<file path="src/rtl/demux_pkg.sv">
// Shared types and constants for the registered 1-to-4 demultiplexer.
//   NUM_LANES : number of output lanes
//   SEL_W     : width of the lane select
//   sel_t       : lane select type
//   lane_mask_t : one-hot lane mask / lane-valid vector
package demux_pkg;
  localparam int NUM_LANES = 4;
  localparam int SEL_W     = 2;

  typedef logic [SEL_W-1:0]     sel_t;
  typedef logic [NUM_LANES-1:0] lane_mask_t;
endpackage

</file>
<file path="src/rtl/dec_2_to_4.sv">
// Combinational 2-to-4 one-hot decoder with enable.
//   i_sel  : lane select
//   i_en   : enable; mask is all zero when low
//   o_mask : one-hot lane mask
module dec_2_to_4
  import demux_pkg::*;
(
  input  sel_t       i_sel,
  input  logic       i_en,
  output lane_mask_t o_mask
);

  always_comb begin
    o_mask = '0;
    if (i_en) o_mask[i_sel] = 1'b1;
  end

endmodule

</file>
<file path="src/rtl/demux_1_to_4_reg.sv">
// Registered 1-to-4 demultiplexer. Steers in to lane[sel] one cycle later,
// zeroes every other lane and raises a one-hot lane strobe.
//   clk       : rising-edge clock
//   rst_n     : asynchronous active-low reset
//   sel       : lane select 0..3
//   in        : data word
//   in_valid  : qualifies in/sel this cycle
//   out       : 4 lanes, lane k at [k*DATA_W +: DATA_W]
//   out_valid : one-hot lane strobe
module demux_1_to_4_reg
  import demux_pkg::*;
#(
  parameter int DATA_W = 1
) (
  input  logic                        clk,
  input  logic                        rst_n,
  input  logic [SEL_W-1:0]            sel,
  input  logic [DATA_W-1:0]           in,
  input  logic                        in_valid,
  output logic [NUM_LANES*DATA_W-1:0] out,
  output logic [NUM_LANES-1:0]        out_valid
);

  lane_mask_t                           w_mask;
  logic [NUM_LANES-1:0][DATA_W-1:0]     r_lane;
  lane_mask_t                           r_out_valid;

  dec_2_to_4 u_dec (
    .i_sel  (sel),
    .i_en   (in_valid),
    .o_mask (w_mask)
  );

  // Mask doubles as the gate for each lane and the next strobe value, so a
  // lane with a low strobe always reads zero and nothing is held over.
  always_ff @(posedge clk or negedge rst_n) begin
    if (!rst_n) r_out_valid <= '0;
    else        r_out_valid <= w_mask;
  end

  for (genvar k = 0; k < NUM_LANES; k++) begin : g_lane
    always_ff @(posedge clk or negedge rst_n) begin
      if (!rst_n)         r_lane[k] <= '0;
      else if (w_mask[k]) r_lane[k] <= in;
      else                r_lane[k] <= '0;
    end
  end

  // Packed lane array flattens with lane k at [k*DATA_W +: DATA_W].
  assign out       = r_lane;
  assign out_valid = r_out_valid;

  a_sel_known: assert property (@(posedge clk) disable iff (!rst_n)
                                in_valid |-> !$isunknown(sel))
    else $error("sel unknown while in_valid");

endmodule

</file>
<file path="config.mk">
export PLATFORM = sky130hd
export DESIGN_NAME = demux_1_to_4_reg
export DESIGN_NICKNAME = d
export VERILOG_FILES = /design/src/rtl/demux_pkg.sv /design/src/rtl/dec_2_to_4.sv /design/src/rtl/demux_1_to_4_reg.sv
export SDC_FILE = /design/constraint.sdc
export NUM_CORES = 1
export LEC_CHECK = 0
export ABC_AREA = 1
export BUFFER_PORTS_ARGS = -buffer_cell sky130_fd_sc_hd__clkbuf_2
export CAP_MARGIN = 20
export CELL_PAD_IN_SITES_DETAIL_PLACEMENT = 1
export CELL_PAD_IN_SITES_GLOBAL_PLACEMENT = 2
export CORE_AREA = 10 10 47 49
export CTS_CLUSTER_DIAMETER = 50
export DETAILED_ROUTE_END_ITERATION = 12
export DIE_AREA = 0 0 57 59
export PLACE_DENSITY_LB_ADDON = 0.1
export SETUP_SLACK_MARGIN = 0.1
export SYNTH_ARGS = -nofsm -noshare
export SYNTH_HDL_FRONTEND = slang
export SYNTH_SLANG_ARGS = --single-unit
</file>
<file path="constraint.sdc">
create_clock -name clk -period 0.8 [get_ports clk]
set_input_delay 0.04 -clock clk [delete_from_list [all_inputs] [get_ports clk]]
set_output_delay 0.04 -clock clk [all_outputs]
set_load 0.1 [all_outputs]
</file>
Yosys cells after proc, flatten, opt, wreduce, memory -nomap -nowiden
Cells that the tools add are included.

Bits of input ports: 6. Output and inout bits: 8. Register bits: 8. Word-level logic and storage cells: 15.

Mux-type cells: 7. Magnitude comparators: 2. Reductions and logical operators: 1.

Operator list (number): 2-to-1 mux 1 bit (5); 2-to-1 mux 4 bit (1); less-than comparator 2 x 3 -> 1 bit, second input constant (1); demux 1 bit (select 2 bit) (1); greater-or-equal comparator 2 x 1 -> 1 bit, second input constant (1); logical AND 1 bit (1).

Logic depth before layout (Yosys ltp)
Depth in word-level cells: 6. Mapped depth: 3. Depth with buffers taken out: 3.

By module
From an unflattened synthesis, not the netlist that was laid out.

Cell total of the unflattened synthesis: 24. Area, all modules: 260.2 µm².

By module, submodules not included: demux_1_to_4_reg (sequential area each 200.2 µm², cells an instance 16, area an instance 230.2 µm², times used 1); dec_2_to_4 (sequential area each 0.0 µm², cells an instance 8, area an instance 30.0 µm², times used 1).

Worst setup path after synthesis
Ideal clock, no wire load.

Path type: register -> output. Start: register r_lane, in the netlist out[0]. End: output out[0]. Data required time: 0.760 ns. Cell stages (with the launch flop): 1. Buffers on the path: 0. Path slack: -0.123 ns. Data arrival time: 0.883 ns. Cells stage by stage: dfrtp_1.

RTL lines: start, declared (line demux_1_to_4_reg.sv:25) `logic [NUM_LANES-1:0][DATA_W-1:0] r_lane;`; start signal, assigned by index (line demux_1_to_4_reg.sv:44) `else if (w_mask[k]) r_lane[k] <= in;`; end, declared (line demux_1_to_4_reg.sv:20) `output logic [NUM_LANES*DATA_W-1:0] out,`.

No word-level cell between the ends.

Final worst setup path
Start: register r_lane, in the netlist out[3]. End: output out[3].

No word-level cell between the ends.

==> metrics.csv <==
stage;metric;value;unit
outcome;outcome;finished, violations left;
outcome;failing checks;setup timing;
placed_design;IO buf count;13;
yosys;Mean Syn Cell Area;11.3;µm²
critical_path;crit path kind;flop to primary output;
grt;total grt overflow;0;
timing;Max Fclk;1.15;GHz
route;Total Wirelength;633;µm
placed_design;GP Congestion;0.690;
finish;# fillers;163;
timing;Hold Vio Cnt, Final;0;
critical_path;slowest CP cell;dfrtp_2;
min_path;Tightest Hold Check Type;primary input to flop;
job;Max Cap Viol;0;
critical_path;startpoint types;flop;
clock_tree;CTS Buf Count;3;
finish;ratio of cells with drive above 1 in the final layout;60.0;%
yosys;Synth Register Bits;8;
yosys;Syn Nets;29;
grt;All-Layer GR Usage;4.64;%
finish;commonest cells after routing, fill and taps aside;dfrtp_2 (8), buf_12 (8), nor2_1 (5), inv_1 (5), clkbuf_2 (5);
pwr;LEAKAGE;0.257;nW
grt;largest net degree at the start of global routing;9;
critical_path;CP endpoint kind;primary output;
yosys;post-synthesis sequential area ratio;76.9;%
finish;nets;48;
route;DR vias;211;
finish;Final Cell Area;508;µm²
critical_path;Worst Path Required;0.76;ns
pwr;Pwr Density;1820;nW/µm²
clock_tree;H-Tree Depth;1;
critical_path;CP arrival;0.83;ns
timing;max_slew headroom;86.4;%
route;drt via density;3.77;
critical_path;Top delay family on crit path;flip-flops;
pwr;maximum vdd drop;559;µV
placed_design;area of placed instances;475;µm²
clock_tree;Num Clock Sinks;8;
timing;setup tns final;-0.488;ns
clock_tree;CTS root buf;clkbuf_4;
finish;P&R area growth vs syn;95.2;%
yosys;Netlist cell types;6;
clock_tree;CTS Buffer Depth;2;
yosys;Syn Inst Count;23;
timing;Worst-Margin Slew;0.205;ns
die;row cnt;14;
grt;initial antenna violation count;0;
clock_tree;post-cts sizing count;0;
timing;PnR worst setup slack;-0.0664;ns
route;routed len/inst;11.3;µm
critical_path;largest fanout on the critical path;1;
grt;first-pass GRT wire length;1150;µm
grt;vias in the first global route;262;
timing;Min Clock Period, post-route;0.866;ns
die;Die W;57;µm
critical_path;Buf+Inv Stages, Crit Path;1;
route;1st-pass router iterations;2;
timing;endpoints failing setup;8;
critical_path;worst-path cell chain;buf_12;
die;number of I/O pins;14;
die;Initial Util;18.6;%
timing;count of pins over their slew limit;0;
clock_tree;CTS tree;built;
pwr;total power draw;0.927;mW
route;number of nets with antenna violations after routing;0;
timing;Final Cycle Share;108;%
die;Die Ht;59;µm
yosys;Cell Area, Synth;260;µm²
route;# DRC;0;
finish;number of antenna diodes;0;
timing;RSZ-0062 raised after global routing;true;
critical_path;CP max stage delay;0.41;ns
yosys;Synth Warn #;0;
die;die area;3360;µm²
placed_design;Place WS;0.193;ns
die;Core Region;1400;µm²
route;Initial DRC Count;1;
clock_tree;clock-pin slew of the registers on the worst-case setup and hold paths;0.05;ns
-- per-layer routing --
layer / up-vias / GRT usage [%] / wire length, µm
li1: 101 / - / -
met1: 98 / 3.48 / 229
met2: 10 / 7.60 / 327
met3: 2 / 1.72 / 49
met4: 0 / 7.05 / 27
met5: - / 0 / 0
-- final timing paths --
kind / startpoint / to / slack [ns] / cells past startpoint
max in group asynchronous: rst_n / out[1] / 0.42 / 2
worst min-delay path: sel[1] / out_valid[1] / 0.008 / 2
min in group asynchronous: rst_n / out_valid[3] / 0.18 / 2
worst max-delay path: out[3] / out[3] / -0.07 / 1
-- what timing repair did --
| item | in CTS | in global routing |
|---|---|---|
| endpoints found under the hold margin | 8 | 0 |
| setup buffers | 0 | 0 |
| endpoints found under the setup margin | 8 | 8 |
| hold buffers | 1 | 0 |
-- flip-flops by register name, summed over array words and instances, names as in the netlist --
signal     cells
out            4
out_valid      4
-- metrics by stage --
stage	cells	hold WS (ns)	util [%]
after floorplan	23	-0.256	-
after global placement	52	-0.108	33.9
after detailed placement	52	-0.102	33.9
after CTS	56	0.00381	36.3
after global routing	56	0.00810	36.3
final	56	0.00831	36.3
-- synthesized netlist by cell type, drive strengths merged --
cell type	number	area [µm²]
nor3	1	5.00
inv	5	18.8
nand2	2	7.51
dfrtp	8	200
nand3	2	10.0
nor2	5	18.8
-- cell type report --
| class | instances | area (µm²) | share of cell area (%) |
|---|---|---|---|
| Sequential cell | 8 | 210 | 41.4 |
| Timing Repair Buffer | 14 | 195 | 38.4 |
| Inverter | 5 | 18.8 | 3.69 |
| Multi-Input combinational cell | 10 | 41.3 | 8.13 |
| Tap cell | 16 | 20.0 | 3.94 |
| Clock buffer | 3 | 22.5 | 4.43 |
-- cell families after synthesis --
| logic type | Yosys count | synth area share (%) |
|---|---|---|
| flip-flops | 8 | 76.9 |
| AND/OR/NAND/NOR | 10 | 15.9 |
| buffers and inverters | 5 | 7.21 |
-- report_power, final --
| part | switching [mW] | internal (mW) |
|---|---|---|
| registers | 0.0104 | 0.420 |
| clock network | 0.127 | 0.171 |
| logic | 0.131 | 0.0676 |
| total | 0.268 | 0.659 |
Note: power is estimated with default switching activity, not from simulation.
